[config.mk]
export PLATFORM = sky130hd
export DESIGN_NAME = pcs_tx_serializer
export DESIGN_NICKNAME = d
export VERILOG_FILES = /design/src/rtl/pcs_pkg.sv /design/src/rtl/pcs_disparity_tracker.sv /design/src/rtl/pcs_tx_serializer.sv
export SDC_FILE = /design/constraint.sdc
export NUM_CORES = 1
export LEC_CHECK = 0
export CAP_MARGIN = 20
export CORE_UTILIZATION = 45
export DETAILED_ROUTE_END_ITERATION = 8
export GPL_TIMING_DRIVEN = 0
export PLACE_DENSITY = 0.69
export REMOVE_ABC_BUFFERS = 1
export SYNTH_ARGS = -nofsm -noshare
export SYNTH_HDL_FRONTEND = slang
export SYNTH_SLANG_ARGS = --single-unit
[constraint.sdc]
create_clock -name clk_link -period 15.5 [get_ports clk_link]
set_clock_uncertainty 0.05 [all_clocks]
set_input_delay 3.1 -clock clk_link [delete_from_list [all_inputs] [get_ports clk_link]]
set_output_delay 3.1 -clock clk_link [all_outputs]
set_load 0.02 [all_outputs]
[src/rtl/pcs_pkg.sv]
// Shared definitions for the PCS transmit path: K28.5 idle constants,
// serializer state encoding and a 10-bit popcount helper.
`timescale 1ns/1ps
package pcs_pkg;

    localparam logic [9:0] K28_5_RDN = 10'h17C;
    localparam logic [9:0] K28_5_RDP = 10'h283;

    typedef enum logic [1:0] {
        ST_OFF  = 2'd0,
        ST_SYNC = 2'd1,
        ST_RUN  = 2'd2
    } pcs_state_e;

    function automatic logic [3:0] popcount10(input logic [9:0] sym);
        logic [3:0] cnt;
        cnt = 4'd0;
        for (int i = 0; i < 10; i++) begin
            cnt = cnt + {3'b000, sym[i]};
        end
        return cnt;
    endfunction

endpackage

[src/rtl/pcs_disparity_tracker.sv]
// Running-disparity tracker for 10-bit code-groups; updates RD on every load
// and flags data symbols whose popcount cannot be a legal 8b/10b code.
`timescale 1ns/1ps
module pcs_disparity_tracker (
    input  logic       clk,
    input  logic       rst_n,
    input  logic       load,
    input  logic       is_data,
    input  logic       clear,
    input  logic [9:0] sym,
    output logic       rd_pos,
    output logic       disp_err
);
    import pcs_pkg::*;

    logic [3:0] ones;

    assign ones = popcount10(sym);

    // Balanced (5) and illegal weights leave RD alone; only data symbols raise an error.
    always_ff @(posedge clk or negedge rst_n) begin
        if (!rst_n) begin
            rd_pos   <= 1'b0;
            disp_err <= 1'b0;
        end else begin
            disp_err <= 1'b0;
            if (load) begin
                case (ones)
                    4'd6:    rd_pos <= 1'b1;
                    4'd4:    rd_pos <= 1'b0;
                    4'd5:    rd_pos <= rd_pos;
                    default: disp_err <= is_data;
                endcase
            end else if (clear) begin
                rd_pos <= 1'b0;
            end
        end
    end

endmodule

[src/rtl/pcs_tx_serializer.sv]
// Link-domain TX serializer: pops 10-bit code-groups from the CDC FIFO and
// shifts them out LSB first, filling gaps and start-up with K28.5 commas.
`timescale 1ns/1ps
module pcs_tx_serializer #(
    parameter int DATA_WIDTH = 10,
    parameter int SYNC_SYMS  = 4,
    parameter int UNDERRUN_W = 16
) (
    input  logic                  clk_link,
    input  logic                  rst_n_link,
    input  logic                  tx_en,
    input  logic [DATA_WIDTH-1:0] fifo_data,
    input  logic                  fifo_empty,
    output logic                  fifo_rd_en,
    output logic                  tx_serial,
    output logic                  sym_start,
    output logic                  sym_is_data,
    output logic                  rd_pos,
    output logic                  link_active,
    output logic                  disp_err,
    output logic [UNDERRUN_W-1:0] underrun_cnt
);
    import pcs_pkg::*;

    localparam int SYNC_W = $clog2(SYNC_SYMS + 1);

    pcs_state_e        state;
    pcs_state_e        state_next;
    logic [9:0]        shreg;
    logic [3:0]        bit_cnt;
    logic [SYNC_W-1:0] sync_cnt;

    logic       boundary;
    logic       load;
    logic       load_data;
    logic       run_load;
    logic       go_off;
    logic       sync_start;
    logic       sync_inc;
    logic       underrun_inc;
    logic       rd_clear;
    logic [9:0] idle_sym;
    logic [9:0] load_sym;

    assign boundary    = (bit_cnt == 4'd9);
    assign idle_sym    = rd_pos ? K28_5_RDP : K28_5_RDN;
    assign tx_serial   = shreg[0];
    assign link_active = (state == ST_SYNC) || (state == ST_RUN);
    assign rd_clear    = go_off || ((state == ST_OFF) && !load);

    // Decisions are only taken in OFF or on the last bit of a symbol, so a
    // symbol in flight always completes and symbols stay back-to-back.
    always_comb begin
        state_next   = state;
        load         = 1'b0;
        load_data    = 1'b0;
        run_load     = 1'b0;
        go_off       = 1'b0;
        sync_start   = 1'b0;
        sync_inc     = 1'b0;
        underrun_inc = 1'b0;
        fifo_rd_en   = 1'b0;
        load_sym     = idle_sym;

        case (state)
            ST_OFF: begin
                if (tx_en) begin
                    load       = 1'b1;
                    load_sym   = K28_5_RDN;
                    sync_start = 1'b1;
                    state_next = ST_SYNC;
                end
            end
            ST_SYNC: begin
                if (boundary) begin
                    if (!tx_en) begin
                        go_off     = 1'b1;
                        state_next = ST_OFF;
                    end else if (sync_cnt < SYNC_W'(SYNC_SYMS)) begin
                        load     = 1'b1;
                        sync_inc = 1'b1;
                    end else begin
                        run_load   = 1'b1;
                        state_next = ST_RUN;
                    end
                end
            end
            ST_RUN: begin
                if (boundary) begin
                    if (!tx_en) begin
                        go_off     = 1'b1;
                        state_next = ST_OFF;
                    end else begin
                        run_load = 1'b1;
                    end
                end
            end
            default: begin
                state_next = ST_OFF;
            end
        endcase

        if (run_load) begin
            load = 1'b1;
            if (!fifo_empty) begin
                fifo_rd_en = 1'b1;
                load_data  = 1'b1;
                load_sym   = fifo_data;
            end else begin
                underrun_inc = 1'b1;
            end
        end
    end

    always_ff @(posedge clk_link or negedge rst_n_link) begin
        if (!rst_n_link) begin
            state <= ST_OFF;
        end else begin
            state <= state_next;
        end
    end

    // Shift register, symbol flags and counters; leaving the link clears the line.
    always_ff @(posedge clk_link or negedge rst_n_link) begin
        if (!rst_n_link) begin
            shreg        <= 10'd0;
            bit_cnt      <= 4'd0;
            sync_cnt     <= '0;
            sym_start    <= 1'b0;
            sym_is_data  <= 1'b0;
            underrun_cnt <= '0;
        end else begin
            sym_start <= load;
            if (load) begin
                shreg       <= load_sym;
                bit_cnt     <= 4'd0;
                sym_is_data <= load_data;
            end else if (go_off) begin
                shreg       <= 10'd0;
                bit_cnt     <= 4'd0;
                sym_is_data <= 1'b0;
            end else if (state != ST_OFF) begin
                shreg   <= {1'b0, shreg[9:1]};
                bit_cnt <= bit_cnt + 4'd1;
            end

            if (sync_start) begin
                sync_cnt <= SYNC_W'(1);
            end else if (sync_inc) begin
                sync_cnt <= sync_cnt + SYNC_W'(1);
            end

            if (underrun_inc && (underrun_cnt != {UNDERRUN_W{1'b1}})) begin
                underrun_cnt <= underrun_cnt + UNDERRUN_W'(1);
            end
        end
    end

    pcs_disparity_tracker u_disparity (
        .clk      (clk_link),
        .rst_n    (rst_n_link),
        .load     (load),
        .is_data  (load_data),
        .clear    (rd_clear),
        .sym      (load_sym),
        .rd_pos   (rd_pos),
        .disp_err (disp_err)
    );

endmodule

Word-level counts from Yosys, hierarchy flattened
Index checks and enable logic that the tools add are counted.

Mux-type cells: 47. Add/sub/neg operators: 12. Equality and inequality tests: 13. Magnitude comparators: 1. Reductions and logical operators: 15.

Operators by type and width (number): 10-bit two-way mux (8); 4-bit by 1-bit adder with 4-bit output (8); 1-bit two-way mux (24); 16-bit by 1-bit adder with 16-bit output (second input constant) (1); 16-bit inequality test (second input constant) (1); 4-bit by 3-bit == test with 1-bit output (second input constant) (3); 2-bit two-way mux (6); 4-bit two-way mux (3); 2-bit inequality test (second input constant) (4); 2-bit nonzero test (4); 3-bit two-way mux (2); 1-bit one-hot mux with 2 select lines (3); 2-bit one-hot mux with 3 select lines (1); 5-bit AND reduction (1); 4-bit by 1-bit adder with 4-bit output (second input constant) (1); 4-bit == test (second input constant) (1); 3-bit by 1-bit adder with 3-bit output (second input constant) (1); 3-bit less-than comparator (second input constant) (1); 3-bit by 1-bit inequality test with 1-bit output (second input constant) (1); 3-bit inequality test (second input constant) (1); 3-bit nonzero test (1); 3-bit OR reduction (1); 1-bit by 1-bit adder with 2-bit output (1); 2-bit by 1-bit == test with 1-bit output (second input constant) (1); 7 further kinds (9).

Input bits: 14. Word-level logic and storage cells: 97. Output and inout port bits: 23. Bits in registers: 39.

Longest topological paths before layout
Gate-level depths: netlist of run 1.

Depth after elaboration: 19. Mapped depth: 21. Gate-level depth less buffers: 20.

By module
A second synthesis of run 1 with hierarchy kept.

Cells, all modules: 235. Area total of the unflattened synthesis: 2369.8 sq um.

By module, submodules not included: pcs_tx_serializer (cells an instance 199, times used 1, area each 2019.4 sq um, sequential area each 925.9 sq um); pcs_disparity_tracker (cells an instance 36, times used 1, area each 350.3 sq um, sequential area each 50.0 sq um).

Worst setup path before layout of run 1
No wires, ideal clock.

Path kind: input-to-reg. From: input tx_en. To: register u_disparity.rd_pos. Path slack: 7.819 ns. Data arrival time: 7.562 ns. Path buffers: 2. Setup time: 0.069 ns. Cell stages on the path: 20. Required time: 15.381 ns. Path through: clkbuf_1 o21ai_1 or3_1 clkbuf_1 nand3_1 o21ai_0 ha_1 inv_1 fa_1 inv_1 fa_1 inv_1 fa_1 fa_1 inv_1 fa_1 nor2_1 a31oi_1 a2111o_1 nand3_1.

Word-level cells in the longest chain between the ends: 16. Elaborated cells on any way between the ends: 35. Those cells by class: 9 x add/sub; 3 x eq/ne; 18 x mux; 5 x reduce/logical.

RTL lines: start: declaration (RTL line pcs_tx_serializer.sv:11) `input logic tx_en,`; 1-bit two-way mux (tied with other cells) (RTL line pcs_tx_serializer.sv:67, pcs_tx_serializer.sv:90); 1-bit two-way mux (tied with other cells) (RTL line pcs_tx_serializer.sv:89) `if (boundary) begin`; 1-bit one-hot mux with 2 select lines / 10-bit two-way mux (equally long branches) (RTL line pcs_tx_serializer.sv:65, pcs_tx_serializer.sv:105); 10-bit two-way mux (RTL line pcs_tx_serializer.sv:103) `if (run_load) begin`; 1-bit by 1-bit adder with 2-bit output (RTL line pcs_pkg.sv:19) `cnt = cnt + {3'b000, sym[i]};`; 4-bit by 1-bit adder with 4-bit output (8 in series) (RTL line pcs_pkg.sv:19); 4-bit by 3-bit == test with 1-bit output (RTL line pcs_disparity_tracker.sv:28) `case (ones)`; 1-bit one-hot mux with 2 select lines / 3-bit by 1-bit inequality test with 1-bit output (equally long branches); 1-bit two-way mux / 2-bit AND reduction (equally long branches); end signal: assignment (RTL line pcs_disparity_tracker.sv:31) `4'd5: rd_pos <= rd_pos;`; end: declaration (RTL line pcs_disparity_tracker.sv:11) `output logic rd_pos,`.

Several ways; a longest one is shown, not always the timed one. A chain may end at the register's enable or synchronous reset.

Worst setup path after layout of run 1
From: input tx_en. To: output fifo_rd_en.

Word-level cells in the longest chain between the ends: 4. Elaborated cells on any way between the ends: 6. Those cells by class: 6 x mux.

RTL lines: 1-bit two-way mux (on tied branches) (RTL line pcs_tx_serializer.sv:90, pcs_tx_serializer.sv:76); 1-bit two-way mux (on tied branches) (RTL line pcs_tx_serializer.sv:89, pcs_tx_serializer.sv:75); 1-bit one-hot mux with 2 select lines (*) (RTL line pcs_tx_serializer.sv:65) `case (state)`; 1-bit two-way mux (*) (RTL line pcs_tx_serializer.sv:103); end: declaration (RTL line pcs_tx_serializer.sv:14) `output logic fifo_rd_en,`.

Every way passes the cells marked *; elsewhere a longest branch is shown, timed or not.

==> run summary, run 1 <==
The iteration count of the initial detailed-routing pass came out at 4. The clock-pin slew on the worst setup and hold paths is 80 ps. The starting density of the core is 46.84%.

Of the total power, registers draw 31.1%. The mean post-synth cell area came out at 9.591 um^2. At the later pin of the worst-skew pair, clock insertion delay measures 290 ps. The cell sitting at the root of the clock tree is a clkbuf_8. The horizontal die dimension came out at 75.14 um. dfrtp_1 takes more of the synthesized area than any other cell.

The congestion estimate from routability-driven global placement came to 0.8154. Buffers added to address setup during post-CTS repair amount to 0. The sequential-to-total area share from yosys stat came out at 40.54%.

The netlist area before placement came out at 2407 um^2. The total core area came out at 5140 um^2. After layout, the minimum clock period comes to 8558 ps. The DRC violation count after routing came out at 0.

The setup violation total in the final timing report is 0. By count the netlist is led by 39 x dfrtp_1, 28 x nor2_1, 23 x inv_1. The area share of the largest cell type after synthesis came out at 40.54%. The maximum vdd ir drop came out at 0.00009399 V. The setup TNS came out at 0 ps. The number of hold buffers added after CTS is 0.

The most used cell along the critical path is clkdlybuf4s50_1. The total routing resource utilization after global routing is 20.71%. The average vias per placed instance is 5.459.

Walking the worst path, the cells encountered are clkdlybuf4s50_1 > o21ai_1 > or3_1 > clkinv_1 > clkdlybuf4s50_1. The type of the tightest min-delay check is flop to flop. The power share of the clock group is 20.2%. The internal power component is 264.4 uW. The fraction of met2 tracks used by global routing came out at 33.53%. The synthesized design contains 0 enable-type register cells. On the final layout, the worst hold slack is 443.0 ps. The number of synthesized register bits came out at 39. The initial antenna violation count came out at 0.

The maximum level of the CTS H-tree is 2. The final wirelength came out at 5.072 mm. The critical path in this run is classified as primary input to primary output. The maximum fanout encountered on the critical timing path came out at 11. The number of hold-slack violations in the final timing report is 0. The number of design-rule violations left by the first detailed-router iteration is 92. The post-cts sizing count is 0. The number of primary I/O pins is 37. dfrtp_1 is the most common cell in the netlist.

The number of violations of the max-capacitance limit came out at 0. The quantity of I/O buffers inserted on ports is 36. The final max-slew violation count is 0. Synthesis handed over a netlist of 251 instances. Setup repair after global routing left no endpoint under its margin. The number of vias after detailed routing came out at 1949.

The worst pin sits at a relative slew slack of 42.72%. TritonCTS created 5 clock buffers. The synthesized netlist contains 46 unique library cells. The origin of the critical flop-to-flop path is state[0]$_DFFE_PN0P_. The Yosys step of the flow raised 0 warnings. The endpoint of the worst register-to-register path is u_disparity.rd_pos$_DFFE_PN0P_.

After synthesis, the cell types taking the most area are dfrtp_1 41%, ha_1 6.8%, fa_1 5.0%. The number of core rows is 26. The required time reported for the critical path endpoint is 12350 ps. The sum of overflow across all layers after global routing is 0. The fmax came out at 116.9 MHz. The prevailing post-synth register cell is dfrtp_1. The worst setup path is launched from a primary input. In the final routed layout, each cell accounts on average for 14.21 um. Net switching is 39.65% of the power. Along the worst hold path, the cell count comes to 1. The first global-routing pass estimated 8.763 mm of wire. The share of power burned in combinational logic is 48.7%. The worst register-to-register path has a depth of 20.

The power density normalized to cell area came out at 148.7 nW/um^2. The analysis attributes to cell leakage a power of 1.328 nW. Entering global routing, the biggest net connects 40 pins.

For this run, asynchronously set or reset flops after synthesis account for 100.0%. The number of global-route vias before repair was 1895. The floorplan step defined a die boundary enclosing 5646 um^2. For this run, the slowest stage of the critical path takes 670 ps. The maximum root-to-sink buffer count came out at 2. Cells with a size suffix above 1 make up 5.923% of the layout. The setup check on the worst reg-to-reg path leaves a slack of 9640 ps. The element type at the critical path end is a primary output. The met1 track demand over resource in global routing came out at 28.38%. After global routing, the most crowded layer is met2. The clock net in this run drives a total of 39 sinks. The non-filler instance count after layout came out at 357. The post-synthesis to final-layout area growth came out at 22.40%. The wire-length estimate of the detail-placed layout is 3.729 mm. The antenna diode count is 0. The startpoint of the most critical hold path is shreg[8]$_DFFE_PN0P_. The switching power is 173.7 uW. The net count of the finished layout came out at 319. The met3 track demand over resource in global routing came out at 4.016%. The path with the worst hold slack has its endpoint at shreg[8]$_DFFE_PN0P_. Once detail routing completed, the nets flagged for antenna violations numbered 0. TritonCTS built the clock tree.

The period utilization is 55.21%. The arrival time at the worst endpoint is 5410 ps. Among all stages on the critical path, the largest delay is contributed by clkdlybuf4s50_1.

The most critical setup path has its startpoint at tx_en. The height of the die came out at 75.14 um. The number of placed cells counting well taps is 349. The slew at the pin with the worst max-slew slack came out at 859.1 ps.

The run finished with clean final reports.
[worst max path at each step]
stage | cells after the start | endpoint | slack [ps]
6_report | 5 | fifo_rd_en | 6940
5_1_grt | 5 | fifo_rd_en | 6830
4_1_cts | 5 | fifo_rd_en | 6970
3_5_place_dp | 5 | fifo_rd_en | 7000
3_3_place_gp | 5 | fifo_rd_en | 7000
2_1_floorplan | 18 | u_disparity.rd_pos$_DFFE_PN0P_ | 8190
[placed cells by master (no fill, tap or decap), types with 3 or more instances in the layout]
| master | instances |
|---|---|
| nor3b_1 | 3 |
| nor2_1 | 28 |
| nand3b_1 | 3 |
| nor4_1 | 7 |
| dfrtp_1 | 39 |
| fa_1 | 6 |
| o211ai_1 | 3 |
| nand2_1 | 11 |
| o22ai_1 | 3 |
| inv_1 | 23 |
| nand4b_1 | 3 |
| nor3_1 | 6 |
| xnor2_1 | 4 |
| clkdlybuf4s50_1 | 35 |
| o22a_1 | 6 |
| nand4_1 | 3 |
| nand2b_1 | 4 |
| nand3_1 | 7 |
| a2bb2oi_1 | 3 |
| ha_1 | 13 |
| xor2_1 | 13 |
| a21oi_1 | 4 |
| o21ai_0 | 13 |
| nor2b_1 | 3 |
| a221oi_1 | 7 |
| clkbuf_8 | 5 |
[per-layer routing]
metal  vias to the layer above  share of wire (%)
li1                        960                  -
met1                       943                 49
met2                        42                 46
met3                         4                3.4
met4                         0               0.97
met5                         -                  0
[flip-flops by register name (all words and copies together) (netlist names)]
name	count
shreg	10
underrun_cnt	16
u_disparity.rd_pos	1
bit_cnt	4
sym_is_data	1
u_disparity.disp_err	1
sym_start	1
state	2
sync_cnt	3
[cell families (layout without fill, tap and decap cells)]
group,Yosys count,after routing,synth area share (%)
adder cells (fa/ha/maj),19,19,11.75
buffers and inverters,33,69,5.145
multiplexers,5,5,2.235
AND/OR/NAND/NOR,88,88,19.18
AO/OA/AOI/OAI,50,50,14.97
XOR/XNOR,17,17,6.185
flip-flops,39,39,40.54
[stage by stage]
stage / power [mW] / setup slack [ps] / utilization, % / instance area (um^2)
after detailed placement: 0.3520 / 6999 / 55.06 / 2830
after global placement: 0.3428 / 7003 / 54.89 / 2821
after floorplan: 0.2970 / 8188 / - / 2374
final: 0.4381 / 6942 / 57.33 / 2947
after global routing: 0.4813 / 6825 / 57.33 / 2947
after CTS: 0.4405 / 6971 / 57.33 / 2947
[power by group through the flow]
stage | Sequential [mW] | Combinational, mW | Clock [mW]
6_report | 0.136 | 0.213 | 0.0884
5_1_grt | 0.139 | 0.247 | 0.0959
4_1_cts | 0.136 | 0.214 | 0.0900
3_5_place_dp | 0.138 | 0.214 | 0
3_3_place_gp | 0.138 | 0.205 | 0
2_1_floorplan | 0.138 | 0.159 | 0
[worst max-delay path: cells and delay by family]
| family | cells | cell delay, ps |
|---|---|---|
| simple gates | 1 | 520 |
| buf+inv | 3 | 1520 |
| compound gates | 1 | 260 |
[area by class of cell]
cell class	instances	area (um^2)
Fill cell	482	2193
Multi-Input combinational cell	179	1314
Sequential cell	39	975.9
Timing Repair Buffer	37	362.8
Inverter	24	90.09
Tap cell	70	87.58
Clock buffer	5	68.82
Clock inverter	3	47.55
Power figures use the tool's default switching activity.
==> run 2: changes to the inputs <==
- PLACE_DENSITY: 0.69 -> 0.71
- clock period: 15.5 -> 7.31 ns (I/O delays scaled with it)
==> run 2 against run 1 <==
Critical path depth grew 14. Cell count is the same. Non-clock buffer count is the same. Via count grew 1.7%. Sequential share of layout area grew 0.27 points. Clock-buffer cell count is the same. Flip-flop and latch count is the same. Die area is the same.
==> run summary, run 2 (synthesized netlist as in run 1, its figures left out) <==
The height of the die is 75.14 um. The logic depth of the worst register-to-register path came out at 20. The setup violation total in the final timing report is 0.

The most critical setup path has its startpoint at tx_en. The detailed placement HPWL is 3.518 mm. The required time reported for the critical path endpoint came out at 7500 ps. The largest registers in the layout are underrun_cnt: 16 flops, shreg: 10 flops, bit_cnt: 4 flops. The post-synthesis to final-layout area growth came out at 21.41%.

The endpoint identified for the worst register-to-register timing path is u_disparity.rd_pos$_DFFE_PN0P_. The horizontal die dimension came out at 75.14 um. The maximum fanout encountered on the critical timing path came out at 11.

The maximum level of the CTS H-tree came out at 2. After detailed routing, the average wire length per cell comes to 13.45 um. After detailed routing, the met3 layer carries 181 um of wire.

At the end of routability-driven placement, the weighted congestion stood at 0.7899. Post-CTS timing repair inserted 0 buffers for setup. The number of cells traversed by the worst hold path came out at 2.

In this run the worst hold path is classified as flop to flop. The initial antenna violation count came out at 0. STA classifies the critical path endpoint as a flop. For this design, the sink count on the clock tree is 39. The CTS tree is built.

In this run the worst setup path terminates at u_disparity.rd_pos$_DFFE_PN0P_. The startpoint identified for the worst register-to-register timing path is state[0]$_DFFE_PN0P_. The antenna violation net count after detailed routing came out at 0. The die outline area came out at 5646 um^2. The root buffer cell chosen for the clock tree is clkbuf_8. For this design the static power due to leakage is 1.310 nW. The number of placed cells counting well taps is 349. The register-to-register setup slack is 1570 ps. In the final layout, the share of cells above drive strength 1 is 5.923%. The post-cts sizing count came out at 0. The setup TNS came out at 0 ps.

The maximum root-to-sink buffer count is 2. The minimum period implied by the final worst setup slack is 6476 ps. The maximum vdd ir drop is 0.0001891 V. The number of hold buffers added after CTS came out at 0. The final max-slew violation count is 0. The total routing resource utilization after global routing came out at 19.80%. The DRC violation count after routing is 0.

The most common cell after layout, fill and taps aside is dfrtp_1. The average vias per placed instance is 5.555. The number of design-rule violations left by the first detailed-router iteration came out at 59.

The run finished with clean final reports. The clock-pin slew on the worst setup and hold paths came out at 90 ps. Leaving out filler cells and counting taps, the final layout contains 357.

Power spread over the standard cell area amounts to 301.5 nW/um^2. The fmax came out at 154.4 MHz. The antenna diode count is 0.

The library cells used most frequently in the layout, excluding fill and tap cells, are 39 x dfrtp_1, 35 x clkdlybuf4s50_1, 28 x nor2_1, 23 x inv_1. The starting density of the core is 46.84%. The met2 layer wire length in the routed design is 2.343 mm. The total core area came out at 5140 um^2.

The slew at the pin with the worst max-slew slack is 861.5 ps. Clock tree synthesis inserted a total of 5 buffers. The count of buffers added on input and output ports is 36.

For this design the top-level I/O count stands at 37. The final wirelength came out at 4.802 mm. The number of violations of the max-capacitance limit came out at 0. The floorplan has 26 rows.

The net count of the finished layout is 319. The number of hold-slack violations in the final timing report came to 0. In this run the top signal layer used is met4. The length of routed wiring on met1 is 2.226 mm.

The normalized max-slew margin came out at 42.56%. The kind of start point of the critical path is a primary input. The number of global-route vias before repair is 1917. Setup repair after global routing left no endpoint under its margin. The source-to-sink clock delay at the later pin of the worst-skew pair came out at 300 ps. The iteration count of the initial detailed-routing pass came out at 4. The final route contains 1983 vias. The arrival time at the worst endpoint is 6670 ps.

After global routing the overflow that remains totals 0. Ranked by flip-flop count, first place goes to underrun_cnt. The period utilization came out at 88.59%. The type of the setup path with the least slack is primary input to flop. The first-pass GRT wire length came out at 8.480 mm. The largest net degree at the start of global routing is 40. The number of flip-flops under the largest register name is 16.
run 2: cell types whose count changed in the layout (fill, tap and decap cells not counted), sizes merged:
cell / before / now
clkinvlp: 0 / 2
clkinv: 2 / 1
bufinv: 1 / 0
run 2: stage by stage:
step	worst slack (ps)	power [mW]	utilization, %	cell area [um^2]	hold WS, ps
final	834.3	0.8811	56.86	2923	450.5
after CTS	825.9	0.8921	56.86	2923	451.7
after global routing	453.0	0.9763	56.86	2923	480.3
after detailed placement	512.8	0.7379	55.06	2830	426.6
after global placement	530.6	0.7228	54.89	2821	419.2
after floorplan	1636	0.6298	-	2374	404.6
run 2: worst max-delay path, stage by stage:
cell and delay (ps):
clkdlybuf4s50_1 670, o21ai_1 250, or3_1 520, nand3_1 260, o21ai_0 140, ha_1 290
inv_1 50, fa_1 530, inv_1 50, fa_1 530, inv_1 50, fa_1 560
fa_1 190, inv_1 50, fa_1 360, nor2_1 100, a31oi_1 130, a2111o_1 400
nand3_1 70
run 2: worst min-delay path by stage:
stage                                 startpoint  slack [ps]                      endpoint
floorplan                   shreg[8]$_DFFE_PN0P_         400          shreg[8]$_DFFE_PN0P_
global placement         sym_is_data$_DFFE_PN0P_         420       sym_is_data$_DFFE_PN0P_
detailed placement       sym_is_data$_DFFE_PN0P_         430       sym_is_data$_DFFE_PN0P_
CTS                      sym_is_data$_DFFE_PN0P_         450       sym_is_data$_DFFE_PN0P_
global route        underrun_cnt[10]$_DFFE_PN0P_         480  underrun_cnt[10]$_DFFE_PN0P_
finish                   sym_is_data$_DFFE_PN0P_         450       sym_is_data$_DFFE_PN0P_
run 2: final cells by class:
type / instances / area [um^2]
Multi-Input combinational cell: 179 / 1314
Clock inverter: 3 / 23.77
Clock buffer: 5 / 68.82
Sequential cell: 39 / 975.9
Tap cell: 70 / 87.58
Inverter: 24 / 90.09
Fill cell: 489 / 2217
Timing Repair Buffer: 37 / 362.8
run 2: where the power goes:
group / internal (mW) / leakage, nW / switching, mW / total [mW]
Sequential: 0.260 / 0.501 / 0.0286 / 0.288
Clock: 0.0683 / 0.0408 / 0.0850 / 0.153
Combinational: 0.197 / 0.769 / 0.243 / 0.440
Total: 0.524 / 1.31 / 0.357 / 0.881
run 2: per-layer routing:
metal / global-route usage, % / vias to the layer above
met4: 5.350 / 0
li1: - / 963
met3: 3.614 / 7
met1: 26.28 / 967
met2: 33.43 / 46
met5: 0 / -
==> run 3: changes to the inputs <==
- GPL_ROUTABILITY_DRIVEN: default -> 1
- PLACE_DENSITY: 0.71 -> 0.76
==> run 3 against run 2 <==
Critical path depth unchanged. Clock-buffer cell count unchanged. Clock power up 16%. Total power increased by 4.2%. Worst setup slack got worse by 68 ps. Register-to-register slack worse by 80 ps. Sequential share of layout area fell by 0.23 points. Combinational power rose by 2%. Via count down 0.45%. Worst hold slack worse by 14 ps. Non-clock buffer count unchanged. Largest cell class unchanged. Highest routed layer unchanged.
==> run summary, run 3 (synthesized netlist as in run 1, its figures left out) <==
The internal power component came out at 558.9 uW. The worst register-to-register path has a setup slack of 1490 ps. The top register by number of flip-flops is underrun_cnt. The required time reported for the critical path endpoint came out at 7490 ps. The largest single stage delay on the critical path is 670 ps. The largest registers in the layout are underrun_cnt: 16 flops, shreg: 10 flops, bit_cnt: 4 flops. The antenna violation net count after detailed routing came out at 0.

Max-cap violations in this run came to 0. CTS built an H-tree with a depth of 2. The post-synthesis to final-layout area growth came out at 22.25%. After routing, the total negative slack on setup checks comes to 0 ps.

The most numerous cell type found on the critical path is fa_1. The number of hold-slack violations in the final timing report came out at 0. In this run the clock root is driven by a clkbuf_8.

The total routing resource utilization after global routing came out at 19.89%. In the final routed layout, each cell accounts on average for 13.77 um. The die outline area came out at 5646 um^2. The slew at the pin with the worst max-slew slack is 845.5 ps. Setup violations remaining at the end of the flow were counted as 0.

The number of hold buffers added after CTS is 0. Dividing the detail-routed via count by the number of cells gives 5.529. For this configuration, the core starts out at a cell density of 46.84%. The number of core rows came out at 26. The fmax is 152.8 MHz. The number of global-route vias before repair is 1906. The quantity of I/O buffers inserted on ports came out at 36. The proportion of layout cells with a drive suffix above 1 is 5.923%.

The final max-slew violation count came out at 0. For this run, the detailed router's first-pass iteration total came to 4. The worst hold slack came out at 436.4 ps. In this run the post-CTS setup repair buffer count came out at 0. The TritonCTS buffer count came out at 5. The most common cell after layout, fill and taps aside is dfrtp_1. The final RePlAce weighted congestion came out at 0.7984. The minimum period implied by the final worst setup slack is 6544 ps. The number of cells traversed by the worst hold path is 2. The routed layout has 1974 vias.

The slowest cell on the critical path is clkdlybuf4s50_1. The first global-routing pass estimated 8.500 mm of wire. The critical path is of the primary input to flop type.

For this design the total switching power over the nets is 358.9 uW. The horizontal die dimension is 75.14 um. After legalization and detailed placement, the total HPWL measured 3.630 mm.

The maximum root-to-sink buffer count came out at 2. The register share of total power is 31.5%. The switching part of the total power came out at 39.10%. The flow ran to the end, and the final reports show no timing, DRC or antenna violations. The logic depth of the worst register-to-register path came out at 20.

TritonCTS built the clock tree. The min-delay analysis places its worst path in the category flop to flop. The leakage power summed over all cells came out at 1.327 nW. The share of power burned in combinational logic is 49.0%. The source-to-sink clock delay at the later pin of the worst-skew pair is 290 ps. After the last flow step, the layout net total stands at 319.

The number of primary I/O pins came out at 37. The end-of-flow core utilization is 57.25%. The sum of overflow across all layers after global routing came out at 0. The height of the die is 75.14 um. The number of flip-flops under the largest register name came out at 16. The largest net degree at the start of global routing came out at 40.

Gates resized during post-CTS repair numbered 0. The core region is 5140 um^2. Clock tree synthesis found a total of 39 sinks. The initial antenna violation count was 0. The normalized max-slew margin came out at 43.63%. The DRC violation count after routing came out at 0.

The worst setup path is captured at a flop. The library cells used most frequently in the layout, excluding fill and tap cells, are 39 x dfrtp_1, 35 x clkdlybuf4s50_1, 28 x nor2_1, 23 x inv_1. The period utilization came out at 89.52%. Walking the worst path, the cells encountered are clkdlybuf4s50_1 > o21ai_1 > or3_1 > nand3_1 > o21ai_0 > ha_1 > inv_1 > fa_1 > inv_1 > fa_1 > inv_1 > fa_1 > fa_1 > inv_1 > fa_1 > nor2_1 > a31oi_1 > a2111o_1 > nand3_1. The maximum vdd ir drop came out at 0.0002593 V.

The power share of the clock group is 19.4%. The number of design-rule violations left by the first detailed-router iteration is 64. The maximum fanout encountered on the critical timing path came out at 11. The clock-pin slew on the worst setup and hold paths came out at 80 ps.

The routed design has 4.915 mm of wire. The arrival time at the worst endpoint is 6720 ps. The power density normalized to cell area is 311.9 nW/um^2. The worst setup path is launched from a primary input. The antenna diode count is 0. Setup repair after global routing left no endpoint under its margin.
run 3: cell count changes in the layout (fill, tap and decap cells not counted):
cell | before | now
bufinv_16 | 0 | 1
clkinv_2 | 0 | 1
clkinv_4 | 0 | 1
clkinvlp_4 | 2 | 0
inv_6 | 1 | 0
run 3: worst paths after layout:
path,to,from
setup / recovery,u_disparity.rd_pos$_DFFE_PN0P_,tx_en
hold / removal,sym_is_data$_DFFE_PN0P_,sym_is_data$_DFFE_PN0P_
setup reg to reg,u_disparity.rd_pos$_DFFE_PN0P_,state[0]$_DFFE_PN0P_
hold reg to reg,sym_is_data$_DFFE_PN0P_,sym_is_data$_DFFE_PN0P_
max in group asynchronous,shreg[2]$_DFFE_PN0P_,rst_n_link
min in group asynchronous,underrun_cnt[6]$_DFFE_PN0P_,rst_n_link
run 3: area by class of cell:
class / instances / area, um^2
fillers: 496 / 2197
multi-input cells: 179 / 1314
flip-flops and latches: 39 / 975.9
repair buffers: 37 / 362.8
inverters: 24 / 90.09
well taps: 70 / 87.58
clock buffers: 5 / 68.82
clock inverters: 3 / 43.79
run 3: power by group through the flow:
stage,clock network (mW),logic (mW),registers [mW]
final,0.178,0.450,0.289
after floorplan,0,0.336,0.293
after CTS,0.184,0.452,0.290
after global routing,0.194,0.513,0.296
after detailed placement,0,0.452,0.292
after global placement,0,0.430,0.291
run 3: metrics by stage:
stage	worst slack (ps)	instance area (um^2)	instances	power [mW]
after floorplan	1636	2374	242	0.6298
after detailed placement	522.5	2830	349	0.7440
after global routing	466.3	2943	357	1.003
after CTS	804.0	2943	357	0.9260
final	765.9	2943	357	0.9177
after global placement	570.5	2821	348	0.7210
run 3: critical path: cells and delay by family:
family	cells	cell delay (ps)
AOI/OAI and AO/OA	4	950
buffers and inverters	5	870
adders and majority gates	6	2470
and+or+nand+nor	4	970
run 3: per-layer routing:
metal	global-route usage, %	up-vias	share of wire (%)
met1	24.89	941	45
met4	4.938	0	1.1
met5	0	-	0
met3	4.418	9	4.9
li1	-	961	-
met2	35.04	63	49
